File: src/rtl/pc_ctrl_pkg.sv
// Shared encodings for the next-PC mux controller: request kinds,
// mux select values, controller states and the kind-to-select mapping.
package pc_ctrl_pkg;

    typedef enum logic [1:0] {
        KIND_SEQ    = 2'd0,
        KIND_BRANCH = 2'd1,
        KIND_JUMP   = 2'd2,
        KIND_EXC    = 2'd3
    } kind_e;

    localparam logic [1:0] SEL_PC4    = 2'd0;
    localparam logic [1:0] SEL_BRANCH = 2'd1;
    localparam logic [1:0] SEL_JUMP   = 2'd2;
    localparam logic [1:0] SEL_EXC    = 2'd3;

    typedef enum logic [1:0] {
        ST_IDLE   = 2'd0,
        ST_SELECT = 2'd1,
        ST_COMMIT = 2'd2,
        ST_TRAP   = 2'd3
    } state_e;

    function automatic logic [1:0] sel_map(input kind_e kind, input logic taken);
        logic [1:0] sel;
        sel = SEL_PC4;
        unique case (kind)
            KIND_SEQ:    sel = SEL_PC4;
            KIND_BRANCH: sel = taken ? SEL_BRANCH : SEL_PC4;
            KIND_JUMP:   sel = SEL_JUMP;
            KIND_EXC:    sel = SEL_EXC;
        endcase
        return sel;
    endfunction

endpackage

File: src/rtl/pc_update_ctrl.sv
// Next-PC mux controller holding the architectural PC; redirects misaligned
// targets to the exception vector. Define PC_RETIRE_CNT_EN for retire/trap counters.
module pc_update_ctrl
    import pc_ctrl_pkg::*;
#(
    parameter int unsigned       PC_W         = 32,
    parameter logic [PC_W-1:0]   RESET_VECTOR = '0
) (
    input  logic            clk,
    input  logic            reset,
    input  logic            req_valid,
    output logic            req_ready,
    input  logic [1:0]      req_kind,
    input  logic            branch_taken,
    input  logic            stall,
    input  logic [PC_W-1:0] pc_next,
    output logic [1:0]      selector,
    output logic [PC_W-1:0] pc,
    output logic            pc_write,
    output logic            done,
    output logic            trap
`ifdef PC_RETIRE_CNT_EN
    ,
    output logic [31:0]     retire_cnt,
    output logic [15:0]     trap_cnt
`endif
);

    state_e          r_state;
    state_e          w_next;
    kind_e           r_kind;
    logic [1:0]      r_sel;
    logic [1:0]      w_sel_nxt;
    logic [PC_W-1:0] r_pc;
    logic            w_commit;
    logic            w_trap;
    logic            w_misal;

    // Exception targets are never alignment-checked, so a trap cannot recurse.
    assign w_misal = (pc_next[1:0] != 2'b00) && (r_kind != KIND_EXC);

    always_comb begin
        w_next    = r_state;
        w_sel_nxt = r_sel;
        w_commit  = 1'b0;
        w_trap    = 1'b0;
        unique case (r_state)
            ST_IDLE: begin
                w_sel_nxt = SEL_PC4;
                if (req_valid) begin
                    w_next    = ST_SELECT;
                    w_sel_nxt = sel_map(kind_e'(req_kind), branch_taken);
                end
            end
            ST_SELECT: w_next = ST_COMMIT;
            ST_COMMIT: begin
                if (!stall) begin
                    if (w_misal) begin
                        w_sel_nxt = SEL_EXC;
                        w_next    = ST_TRAP;
                    end else begin
                        w_commit  = 1'b1;
                        w_sel_nxt = SEL_PC4;
                        w_next    = ST_IDLE;
                    end
                end
            end
            ST_TRAP: begin
                w_sel_nxt = SEL_EXC;
                if (!stall) begin
                    w_commit  = 1'b1;
                    w_trap    = 1'b1;
                    w_sel_nxt = SEL_PC4;
                    w_next    = ST_IDLE;
                end
            end
        endcase
    end

    always_ff @(posedge clk) begin
        if (reset) begin
            r_state <= ST_IDLE;
            r_sel   <= SEL_PC4;
            r_kind  <= KIND_SEQ;
            r_pc    <= RESET_VECTOR;
        end else begin
            r_state <= w_next;
            r_sel   <= w_sel_nxt;
            if (r_state == ST_IDLE && req_valid) begin
                r_kind <= kind_e'(req_kind);
            end
            if (w_commit) begin
                r_pc <= pc_next;
            end
        end
    end

    // Reset gating keeps an aborted operation from committing.
    assign req_ready = (r_state == ST_IDLE) && !reset;
    assign pc_write  = w_commit && !reset;
    assign done      = w_commit && !reset;
    assign trap      = w_trap && !reset;
    assign selector  = r_sel;
    assign pc        = r_pc;

`ifdef PC_RETIRE_CNT_EN
    logic [31:0] r_retire_cnt;
    logic [15:0] r_trap_cnt;

    always_ff @(posedge clk) begin
        if (reset) begin
            r_retire_cnt <= '0;
            r_trap_cnt   <= '0;
        end else begin
            if (w_commit) begin
                r_retire_cnt <= r_retire_cnt + 32'd1;
            end
            if (w_trap && r_trap_cnt != 16'hFFFF) begin
                r_trap_cnt <= r_trap_cnt + 16'd1;
            end
        end
    end

    assign retire_cnt = r_retire_cnt;
    assign trap_cnt   = r_trap_cnt;
`endif

endmodule

File: config.mk
export PLATFORM = sky130hd
export DESIGN_NAME = pc_update_ctrl
export DESIGN_NICKNAME = d
export VERILOG_FILES = /design/src/rtl/pc_ctrl_pkg.sv /design/src/rtl/pc_update_ctrl.sv
export SDC_FILE = /design/constraint.sdc
export NUM_CORES = 1
export LEC_CHECK = 0
export ABC_AREA = 1
export CAP_MARGIN = 20
export CORE_ASPECT_RATIO = 0.7
export CORE_MARGIN = 3
export CORE_UTILIZATION = 42
export DETAILED_ROUTE_END_ITERATION = 10
export PLACE_DENSITY = 0.93
export SYNTH_ARGS = -nofsm -noshare
export SYNTH_HDL_FRONTEND = slang
export SYNTH_SLANG_ARGS = --single-unit
File: constraint.sdc
create_clock -name clk -period 3 [get_ports clk]
set_input_delay 0.6 -clock clk [delete_from_list [all_inputs] [get_ports clk]]
set_output_delay 0.6 -clock clk [all_outputs]
set_load 0.01 [all_outputs]
==> run summary <==
Max Slew Vio Count = 0
final setup margin = 0.360 ns
via count = 1489
WP data required = 2.40 ns
Setup Buffers After CTS = 0
RSZ-0062 raised after global routing = no
CTS HTree Levels = 2
post-synth top area cell = dfxtp_1
FMAX = 0.379 GHz
Rows = 17
critical path peak fanout = 5
Final nets = 307
maximum VDD drop = 0.000334 V
worst skew pair latency = 0.28 ns
footprint of the multi-input gates = 634 sq um
I/O pin count = 77
grt total ovfl = 0
Die W = 78.2 microns
Die H = 56.5 microns
family with the most delay on the worst path = buffers and inverters
first-pass GRT wire length = 6520 microns
fin crit share = 88.0%
EDFF count, synth = 0
Setup violations, final = 0
Tmin final = 2.64 ns
Hold Violations, Final = 0
worst path cell trace = clkdlybuf4s50_1 > inv_1 > nand2_4 > inv_2 > nand2_4 > nor2_8 > clkdlybuf4s50_1
# DRC = 0
pre-CTS setup slack = 0.350 ns
n_diodes = 0
fin util = 71.1%
CTS Buffer Depth = 2
Worst Hold Path EP = r_kind[1]
Least-Margin Pin Slew = 0.571 ns
Yosys cell types = 18
PD cells = 468 mW/mm^2
Crit-path slowest cell = clkdlybuf4s50_1
Vias/cell = 4.71
cell area after synthesis = 0.00153 sq mm
WS Path Type = in -> out
Synth top area share = 49.6%
Synth area leaders = dfxtp_1 (50%), nand2_1 (17%), nand3_1 (12%), buf_6 (4.4%), nand2_2 (3.7%)
DP Wirelength = 2930 microns
share of cells above drive strength 1 = 10.4%
synthesis-to-finish area growth = 53.9%
GPL Wtd Cong = 0.903
# resized after CTS = 0
Setup TNS = 0 ns
Total Wirelength = 3970 microns
Clock Sink Count = 38
# port buffers = 76
FF-to-FF Start = r_state[1]
Critical path buffers and inverters = 4
cell count of the worst reg-to-reg path = 7
Starting Density = 46.2%
die area = 0.00442 sq mm
Clock Skew = 0.00322 ns
CP endpoint kind = primary output
wire per inst = 12.5 microns
crit-path max cell delay = 0.55 ns
vias in the first global route = 1367
1st-iter DRT viols = 71
Reg clk slew, reported paths = 0.07 ns
hold_buf cts = 0
clk root buf = clkbuf_8
gr usage total = 18.7%
antenna-violating nets left = 0
Pre-antenna DRT Iters = 5
Startpoint Class = primary input
fraction of registers with async set/reset = 0%
Synth Net Count = 232
Num CTS Buffers = 5
Mean Syn Cell Area = 7.94 sq um
flop-to-flop setup slack = 1.64 ns
Worst EP arrival = 2.04 ns
status = finished clean
Register Area = 761 sq um
R2R Path End = pc[23]
Design Power = 1.10 mW
CTS tree = yes
synthesis warning total = 0
largest net degree at the start of global routing = 36
Yosys reg bits = 38
Primary FF master, synth = dfxtp_1
cell count after synthesis = 193
dominant cell by count in the synthesized netlist = nand2_1
post-synthesis sequential area ratio = 49.6%
P_leak = 1.07 nW
worst hold path startpoint = r_kind[1]
Worst Hold Depth = 2
antenna violations before repair = 0
CORE AREA = 0.00332 sq mm
relative slew slack = 61.9%
MaxCap Viol Count = 0
fill count = 284
commonest cells in the netlist = nand2_1 (68), dfxtp_1 (38), nand3_1 (36)
worst min-delay path class = reg -> reg
[tightest hold or removal path, delay by kind of cell, from the launching register on]
kind / cells / cell delay [ns]
DFF: 1 / 0.31
and+or+nand+nor: 1 / 0.06
AOI/OAI and AO/OA: 1 / 0.05
[per-layer routing]
layer / vias to the layer above / GRT usage [%] / share of wire (%) / wire, microns
met5: - / 0 / 0 / 0
met4: 0 / 4.99 / 0.45 / 18
met3: 4 / 7.85 / 11 / 430
met2: 73 / 28.5 / 44 / 1730
met1: 651 / 24.3 / 45 / 1790
li1: 761 / - / - / -
[kinds of logic after synthesis]
family | Yosys count | share of synthesized area (%)
buf+inv | 19 | 8.98
compound gates | 7 | 2.29
simple gates | 129 | 39.1
flops | 38 | 49.6
[area by class of cell]
| class | instances | share of cell area (%) |
|---|---|---|
| Clock buffer | 7 | 3.66 |
| Inverter | 8 | 1.27 |
| Timing Repair Buffer | 79 | 33.2 |
| Clock inverter | 1 | 0.212 |
| Multi-Input combinational cell | 136 | 26.9 |
| Tap cell | 47 | 2.49 |
| Sequential cell | 38 | 32.3 |
[where the power goes]
part	switching (mW)	leakage (nW)	internal, mW
sequential	0.0188	0.308	0.530
clock	0.168	0.0482	0.185
combinational	0.0934	0.717	0.107
[cell usage in the layout, fill, tap and decap left out]
cell,instances
o21ai_0,4
nor2_1,9
inv_2,4
nor3_1,1
nand2_2,9
nand4_1,1
dfxtp_1,38
nand2_1,68
buf_4,3
nand3_1,36
nor2_8,1
inv_1,4
a21oi_1,3
nand3_2,2
clkbuf_1,1
clkinv_2,1
nand2_4,2
clkdlybuf4s50_1,76
clkbuf_8,6
[per-stage QoR]
step | cell area (sq um) | hold WS, ns | cells
detailed placement | 2270 | 0.458 | 308
global route | 2360 | 0.490 | 316
CTS | 2360 | 0.467 | 316
global placement | 2270 | 0.454 | 308
finish | 2360 | 0.465 | 316
floorplan | 1530 | 0.433 | 193
[sequential cells by signal, summed over array words and instances (netlist names)]
signal,count
pc,32
r_kind,2
r_state,2
selector,2
[worst max path at each step]
stage / cells after the start / slack [ns] / endpoint / start
floorplan: 7 / 1.12 / pc_write / pc_next[1]
global placement: 3 / 0.37 / trap / reset
detailed placement: 7 / 0.35 / pc_write / stall
CTS: 7 / 0.35 / pc_write / stall
global route: 3 / 0.27 / trap / reset
finish: 7 / 0.36 / pc_write / stall
No activity file was read; power rests on OpenSTA's default activity.
